**config.mk**
```make
export PLATFORM = sky130hd
export DESIGN_NAME = tail_light_input_controller
export DESIGN_NICKNAME = d
export VERILOG_FILES = /design/src/rtl/tail_light_ctrl_pkg.sv /design/src/rtl/tail_light_input_controller_debouncer.sv /design/src/rtl/tail_light_input_controller.sv
export SDC_FILE = /design/constraint.sdc
export NUM_CORES = 1
export LEC_CHECK = 0
export ABC_AREA = 1
export CORE_MARGIN = 2
export CORE_UTILIZATION = 40
export DETAILED_ROUTE_END_ITERATION = 8
export GPL_TIMING_DRIVEN = 0
export PLACE_DENSITY_LB_ADDON = 0.25
export SYNTH_ARGS = -nofsm -noshare
export SYNTH_HDL_FRONTEND = slang
export SYNTH_SLANG_ARGS = --single-unit
```
**constraint.sdc**
```tcl
create_clock -name clk -period 2.1 [get_ports clk]
set_clock_uncertainty 0.2 [all_clocks]
set_input_delay 0.42 -clock clk [delete_from_list [all_inputs] [get_ports clk]]
set_output_delay 0.42 -clock clk [all_outputs]
set_load 0.02 [all_outputs]
```
**src/rtl/tail_light_ctrl_pkg.sv**
```systemverilog
`default_nettype none
// +----------------------------------------------------------------------------+
// | Module : tail_light_ctrl_pkg                                               |
// | Brief  : Shared types and default constants for the tail-light input       |
// |          controller (turn FSM encoding, timing defaults).                  |
// | Rev    : 1.0 - initial release                                             |
// +----------------------------------------------------------------------------+
package tail_light_ctrl_pkg;

    // Turn-signal FSM encoding
    typedef enum logic [2:0] {
        ST_IDLE   = 3'd0,
        ST_L_HELD = 3'd1,
        ST_R_HELD = 3'd2,
        ST_L_LANE = 3'd3,
        ST_R_LANE = 3'd4
    } turn_state_t;

    // Default timing constants
    localparam int unsigned c_debounce_cycles = 4;
    localparam int unsigned c_tick_div        = 8;
    localparam int unsigned c_tap_ticks       = 4;
    localparam int unsigned c_lane_ticks      = 12;

endpackage
`default_nettype wire

```
**src/rtl/tail_light_input_controller_debouncer.sv**
```systemverilog
`default_nettype none
// +----------------------------------------------------------------------------+
// | Module : input_debouncer                                                   |
// | Brief  : Two-flop synchroniser followed by a stable-count debouncer. The   |
// |          debounced value only flips after DEBOUNCE_CYCLES consecutive      |
// |          cycles of disagreement with the synchronised input.               |
// | Rev    : 1.0 - initial release                                             |
// +----------------------------------------------------------------------------+
module input_debouncer
    import tail_light_ctrl_pkg::*;
#(
    parameter int unsigned DEBOUNCE_CYCLES = c_debounce_cycles
) (
    input  logic clk,
    input  logic rst_n,
    input  logic raw,
    output logic debounced
);

    localparam int unsigned           c_cnt_w    = $clog2(DEBOUNCE_CYCLES + 1);
    localparam logic [c_cnt_w-1:0]    c_cnt_last = c_cnt_w'(DEBOUNCE_CYCLES - 1);

    logic               r_meta;
    logic               r_sync;
    logic               r_db;
    logic [c_cnt_w-1:0] r_cnt;

    // Bring the asynchronous raw input into the clk domain
    always_ff @(posedge clk or negedge rst_n) begin
        if (!rst_n) begin
            r_meta <= 1'b0;
            r_sync <= 1'b0;
        end else begin
            r_meta <= raw;
            r_sync <= r_meta;
        end
    end

    // Count disagreement; flip the output on the edge the count reaches the limit
    always_ff @(posedge clk or negedge rst_n) begin
        if (!rst_n) begin
            r_db  <= 1'b0;
            r_cnt <= '0;
        end else if (r_sync == r_db) begin
            r_cnt <= '0;
        end else if (r_cnt == c_cnt_last) begin
            r_db  <= r_sync;
            r_cnt <= '0;
        end else begin
            r_cnt <= r_cnt + 1'b1;
        end
    end

    assign debounced = r_db;

endmodule
`default_nettype wire

```
**src/rtl/tail_light_input_controller.sv**
```systemverilog
`default_nettype none
// +----------------------------------------------------------------------------+
// | Module : tail_light_input_controller                                       |
// | Brief  : Conditions raw brake / lever / hazard controls into clean brake,  |
// |          turn_left and turn_right commands, adds lane-change tap mode and  |
// |          toggled hazard mode, and generates the step_en rate pulse.        |
// | Rev    : 1.0 - initial release                                             |
// +----------------------------------------------------------------------------+
module tail_light_input_controller
    import tail_light_ctrl_pkg::*;
#(
    parameter int unsigned DEBOUNCE_CYCLES = c_debounce_cycles,
    parameter int unsigned TICK_DIV        = c_tick_div,
    parameter int unsigned TAP_TICKS       = c_tap_ticks,
    parameter int unsigned LANE_TICKS      = c_lane_ticks
) (
    input  logic clk,
    input  logic rst_n,
    input  logic brake_pedal,
    input  logic lever_left,
    input  logic lever_right,
    input  logic hazard_btn,
    output logic brake,
    output logic turn_left,
    output logic turn_right,
    output logic step_en,
    output logic hazard_active
);

    localparam int unsigned             c_tick_w    = (TICK_DIV > 1) ? $clog2(TICK_DIV) : 1;
    localparam logic [c_tick_w-1:0]     c_tick_last = c_tick_w'(TICK_DIV - 1);
    localparam int unsigned             c_hold_w    = $clog2(TAP_TICKS + 1);
    localparam logic [c_hold_w-1:0]     c_tap_max   = c_hold_w'(TAP_TICKS);
    localparam int unsigned             c_lane_w    = $clog2(LANE_TICKS + 1);
    localparam logic [c_lane_w-1:0]     c_lane_init = c_lane_w'(LANE_TICKS);
    localparam logic [c_lane_w-1:0]     c_lane_one  = c_lane_w'(1);

    logic w_db_brake;
    logic w_db_left;
    logic w_db_right;
    logic w_db_hazard;

    input_debouncer #(.DEBOUNCE_CYCLES(DEBOUNCE_CYCLES)) u_db_brake (
        .clk       (clk),
        .rst_n     (rst_n),
        .raw       (brake_pedal),
        .debounced (w_db_brake)
    );

    input_debouncer #(.DEBOUNCE_CYCLES(DEBOUNCE_CYCLES)) u_db_left (
        .clk       (clk),
        .rst_n     (rst_n),
        .raw       (lever_left),
        .debounced (w_db_left)
    );

    input_debouncer #(.DEBOUNCE_CYCLES(DEBOUNCE_CYCLES)) u_db_right (
        .clk       (clk),
        .rst_n     (rst_n),
        .raw       (lever_right),
        .debounced (w_db_right)
    );

    input_debouncer #(.DEBOUNCE_CYCLES(DEBOUNCE_CYCLES)) u_db_hazard (
        .clk       (clk),
        .rst_n     (rst_n),
        .raw       (hazard_btn),
        .debounced (w_db_hazard)
    );

    // ------------------------------------------------------------------
    // Step-rate tick: step_en is high while the counter sits on its last value
    // ------------------------------------------------------------------
    logic [c_tick_w-1:0] r_tick_cnt;
    logic [c_tick_w-1:0] w_tick_next;
    logic                r_step_en;

    assign w_tick_next = (r_tick_cnt == c_tick_last) ? '0 : r_tick_cnt + 1'b1;

    // Free-running tick divider with registered pulse
    always_ff @(posedge clk or negedge rst_n) begin
        if (!rst_n) begin
            r_tick_cnt <= '0;
            r_step_en  <= 1'b0;
        end else begin
            r_tick_cnt <= w_tick_next;
            r_step_en  <= (w_tick_next == c_tick_last);
        end
    end

    // ------------------------------------------------------------------
    // Edge detection on debounced levers and hazard button
    // ------------------------------------------------------------------
    logic r_db_left_d;
    logic r_db_right_d;
    logic r_db_hazard_d;
    logic w_left_rise;
    logic w_right_rise;
    logic r_hazard_active;
    logic w_hazard_next;

    assign w_left_rise   = w_db_left & ~r_db_left_d;
    assign w_right_rise  = w_db_right & ~r_db_right_d;
    assign w_hazard_next = r_hazard_active ^ (w_db_hazard & ~r_db_hazard_d);

    // ------------------------------------------------------------------
    // Turn FSM next-state logic
    // ------------------------------------------------------------------
    turn_state_t          r_state;
    turn_state_t          w_state_next;
    logic [c_hold_w-1:0]  r_hold_cnt;
    logic [c_hold_w-1:0]  w_hold_next;
    logic [c_lane_w-1:0]  r_lane_cnt;
    logic [c_lane_w-1:0]  w_lane_next;

    // Lever-driven transitions; a release before TAP_TICKS ticks becomes a lane change
    always_comb begin
        w_state_next = r_state;
        w_hold_next  = r_hold_cnt;
        w_lane_next  = r_lane_cnt;
        case (r_state)
            ST_IDLE: begin
                if (w_db_left && !w_db_right) begin
                    w_state_next = ST_L_HELD;
                    w_hold_next  = '0;
                end else if (w_db_right && !w_db_left) begin
                    w_state_next = ST_R_HELD;
                    w_hold_next  = '0;
                end
            end
            ST_L_HELD: begin
                if (w_right_rise) begin
                    w_state_next = ST_IDLE;
                end else if (!w_db_left) begin
                    if (r_hold_cnt < c_tap_max) begin
                        w_state_next = ST_L_LANE;
                        w_lane_next  = c_lane_init;
                    end else begin
                        w_state_next = ST_IDLE;
                    end
                end else if (r_step_en && (r_hold_cnt != c_tap_max)) begin
                    w_hold_next = r_hold_cnt + 1'b1;
                end
            end
            ST_R_HELD: begin
                if (w_left_rise) begin
                    w_state_next = ST_IDLE;
                end else if (!w_db_right) begin
                    if (r_hold_cnt < c_tap_max) begin
                        w_state_next = ST_R_LANE;
                        w_lane_next  = c_lane_init;
                    end else begin
                        w_state_next = ST_IDLE;
                    end
                end else if (r_step_en && (r_hold_cnt != c_tap_max)) begin
                    w_hold_next = r_hold_cnt + 1'b1;
                end
            end
            ST_L_LANE: begin
                if (w_left_rise) begin
                    w_state_next = ST_L_HELD;
                    w_hold_next  = '0;
                end else if (w_right_rise) begin
                    w_state_next = ST_R_HELD;
                    w_hold_next  = '0;
                end else if (r_step_en) begin
                    if (r_lane_cnt <= c_lane_one) begin
                        w_state_next = ST_IDLE;
                        w_lane_next  = '0;
                    end else begin
                        w_lane_next = r_lane_cnt - 1'b1;
                    end
                end
            end
            ST_R_LANE: begin
                if (w_right_rise) begin
                    w_state_next = ST_R_HELD;
                    w_hold_next  = '0;
                end else if (w_left_rise) begin
                    w_state_next = ST_L_HELD;
                    w_hold_next  = '0;
                end else if (r_step_en) begin
                    if (r_lane_cnt <= c_lane_one) begin
                        w_state_next = ST_IDLE;
                        w_lane_next  = '0;
                    end else begin
                        w_lane_next = r_lane_cnt - 1'b1;
                    end
                end
            end
            default: begin
                w_state_next = ST_IDLE;
                w_hold_next  = '0;
                w_lane_next  = '0;
            end
        endcase
    end

    // ------------------------------------------------------------------
    // Registered state, edge history and outputs decoded from next state
    // ------------------------------------------------------------------
    logic r_brake;
    logic r_turn_left;
    logic r_turn_right;

    // Hazard overrides only the decoded outputs; the FSM keeps tracking the levers
    always_ff @(posedge clk or negedge rst_n) begin
        if (!rst_n) begin
            r_state         <= ST_IDLE;
            r_hold_cnt      <= '0;
            r_lane_cnt      <= '0;
            r_db_left_d     <= 1'b0;
            r_db_right_d    <= 1'b0;
            r_db_hazard_d   <= 1'b0;
            r_hazard_active <= 1'b0;
            r_brake         <= 1'b0;
            r_turn_left     <= 1'b0;
            r_turn_right    <= 1'b0;
        end else begin
            r_state         <= w_state_next;
            r_hold_cnt      <= w_hold_next;
            r_lane_cnt      <= w_lane_next;
            r_db_left_d     <= w_db_left;
            r_db_right_d    <= w_db_right;
            r_db_hazard_d   <= w_db_hazard;
            r_hazard_active <= w_hazard_next;
            r_brake         <= w_db_brake;
            r_turn_left     <= (w_state_next == ST_L_HELD) || (w_state_next == ST_L_LANE)
                               || w_hazard_next;
            r_turn_right    <= (w_state_next == ST_R_HELD) || (w_state_next == ST_R_LANE)
                               || w_hazard_next;
        end
    end

    assign brake         = r_brake;
    assign turn_left     = r_turn_left;
    assign turn_right    = r_turn_right;
    assign step_en       = r_step_en;
    assign hazard_active = r_hazard_active;

endmodule
`default_nettype wire

```
==> flow_summary.yaml <==
clock_tree:
  cts.clk_slew.worst_paths_ns: 0.09
  cts_hold_buf: 1
  cts_tree: "built"
  root_buffer: "clkbuf_8"
  clock_path_buffers: 2
  htree_levels: 2
  cts.sinks: 45
  cts_setup_buffers: 0
  clock_latency_ns: 0.30
  post_cts_resized: 0
  cts_inserted_buffers: 5
route:
  topRoutingLayerUsed: "met4"
  num_vias: 1591
  wirelength_mm: 3.60
  wl_met2_mm: 1.68
  antenna_left: 0
  drc_errors: 0
  viasPerCell: 4.57
  wl_met3_um: 92
  drtPass1Iterations: 4
  wl_per_cell_um: 10.4
  route.layer.met1.wl_mm: 1.78
  drt_iter0_markers: 106
worst_setup_path:
  cpLargestDelayFamily: "buffers and inverters"
  r2r.worst_path.cells: 8
  worstSetupEndpoint: "step_en"
  required_ns: 1.48
  start_kind: "flop"
  rrSetupSlack_ns: 0.28
  cp-end-kind: "output pin"
  worstPathMaxFanout: 3
  path_cells: "clkdlybuf4s50_1"
  reg2reg_from: "u_db_left.debounced$_DFFE_PN0P_"
  rr_endpoint: "r_hold_cnt[1]$_DFFE_PN0P_"
  crit_start: "step_en$_DFF_PN0_"
  critPathKind: "flop to output pin"
  crit_buf_inv: 1
  worstPathArrival_ns: 1.29
  cp_slowest_cell: "clkdlybuf4s50_1"
  slowest_delay_ns: 0.61
  crit_cells: 1
floorplan:
  ioPinCount: 11
  start_util_pct: 40.8
  die_area_um2: 6130
  core_area_um2: 5410
  die-height_um: 78.3
  die_w_um: 78.3
  row_count: 27
logic_synthesis:
  ys.flop_type: "dfrtp_1"
  ys_seq_elements: 45
  async_flop_share_pct: 100
  synth_edf_count: 0
  synth_area_um2: 2210
  syn_inst: 256
  syn_area_per_cell_um2: 8.62
  synth_seq_area_share_pct: 51.0
  synth_warnings: 0
  syn-num-nets: 275
  synthDistinctLibCells: 26
timing:
  tightest_slew_ns: 0.452
  maxSlewViolCount: 0
  hold_viol: 0
  period_share_pct: 90.7
  fin_crit_ns: 1.91
  setup_viol: 0
  max_freq_mhz: 525
  relSlewSlack_pct: 69.9
  grt_setup_unrepaired: "false"
power:
  pwr_density_cell_nw_per_um2: 1450
  p_leak_uw: 0.00133
  power_uw: 3670
  vdd_drop_max_mv: 0.663
placement:
  portBuffers: 10
  post-dp-hpwl_mm: 2.72
  place_congestion: 0.912
global_route:
  antenna_found_initial: 0
  grt_pass1_wl_mm: 6.29
  track_usage_pct: 12.8
  grt_pass1_vias: 1499
  grt_max_degree: 27
  grt-ovfl-total: 0
finish:
  utilization_pct: 47.0
  final_layout_size_suffix_gt1_share_pct: 10.5
  num_antenna_cells: 0
  syn_to_final_growth_pct: 15.1
  num-fill-cells: 539
  multi_input_area_um2: 927
  seqCellArea_um2: 1130
  final_common_cell: "nand2_1"
  nets: 294
  layout_common_cells: "nand2_1 (70), dfrtp_1 (45), inv_1 (33), nor2_1 (29), nand3_1 (18)"
worst_hold_path:
  hp-class: "flop to flop"
flow_run:
  cap_violations: 0
outcome:
  outcome: "completed"
## how the worst min path moves through the flow
stage / startpoint / endpoint / slack, ns / cells after the start
floorplan: rst_n / brake$_DFF_PN0_ / -0.08 / 0
global placement: u_db_brake.r_meta$_DFF_PN0_ / u_db_brake.r_sync$_DFF_PN0_ / 0.13 / 0
detailed placement: u_db_left.r_meta$_DFF_PN0_ / u_db_left.r_sync$_DFF_PN0_ / 0.14 / 0
CTS: u_db_hazard.r_meta$_DFF_PN0_ / u_db_hazard.r_sync$_DFF_PN0_ / 0.15 / 0
global route: u_db_hazard.r_meta$_DFF_PN0_ / u_db_hazard.r_sync$_DFF_PN0_ / 0.16 / 0
finish: u_db_hazard.r_meta$_DFF_PN0_ / u_db_hazard.r_sync$_DFF_PN0_ / 0.15 / 0
## synthesized netlist by cell type, drive strengths merged, types with 2 or more instances
| master | number | share of area (%) |
|---|---|---|
| nor2 | 35 | 6.9 |
| nor3 | 5 | 1.1 |
| a21oi | 6 | 1.5 |
| nor3b | 3 | 1.0 |
| xnor2 | 4 | 1.6 |
| nand2 | 73 | 13 |
| nand3 | 21 | 5.8 |
| inv | 36 | 6.2 |
| xor2 | 2 | 0.79 |
| nand3b | 2 | 0.68 |
| dfrtp | 45 | 51 |
| o21ai | 6 | 1.4 |
| ha | 13 | 7.4 |
## kinds of logic after synthesis
logic type | share of synthesized area (%)
and+or+nand+nor | 28.5
DFF | 51.0
buffers and inverters | 6.97
AOI/OAI and AO/OA | 3.23
adders and majority gates | 7.37
xor gates and xnor gates | 2.38
muxes | 0.510
## power by group
part | switching [uW] | internal [uW] | leakage (uW)
clock | 309 | 362 | 0.0000563
combinational | 1070 | 627 | 0.000713
sequential | 190 | 1120 | 0.000563
## state kept, by name, summed over array words and instances, names as in the netlist, 3 cells and up
| signal | count |
|---|---|
| r_lane_cnt | 4 |
| r_hold_cnt | 3 |
| r_state | 3 |
| r_tick_cnt | 3 |
| u_db_brake.r_cnt | 3 |
| u_db_hazard.r_cnt | 3 |
| u_db_left.r_cnt | 3 |
| u_db_right.r_cnt | 3 |
## final cells by class
class,instances,share of cell area (%)
inverter,37,5.62
clock buffer,5,2.71
buffer,1,0.443
sequential,45,44.3
timing repair buffer,12,4.93
multi-input combinational,173,36.5
clock inverter,3,1.92
tap,72,3.55
## routing by layer
layer / up-vias / GRT usage, %
li1: 829 / -
met1: 743 / 16.2
met2: 13 / 21.1
met3: 6 / 3.79
met4: 0 / 4.21
met5: - / 0
## per-stage QoR
stage,hold slack [ns],worst slack [ns],instance area [um^2],instances,TNS (ns)
after global routing,0.162,0.133,2540,348,0
after detailed placement,0.136,0.275,2410,339,0
after global placement,0.135,-0.873,2400,338,-39.18
after floorplan,-0.0756,0.503,2210,256,0
final,0.151,0.194,2540,348,0
after CTS,0.153,0.178,2540,348,0
Power figures use the tool's default switching activity.
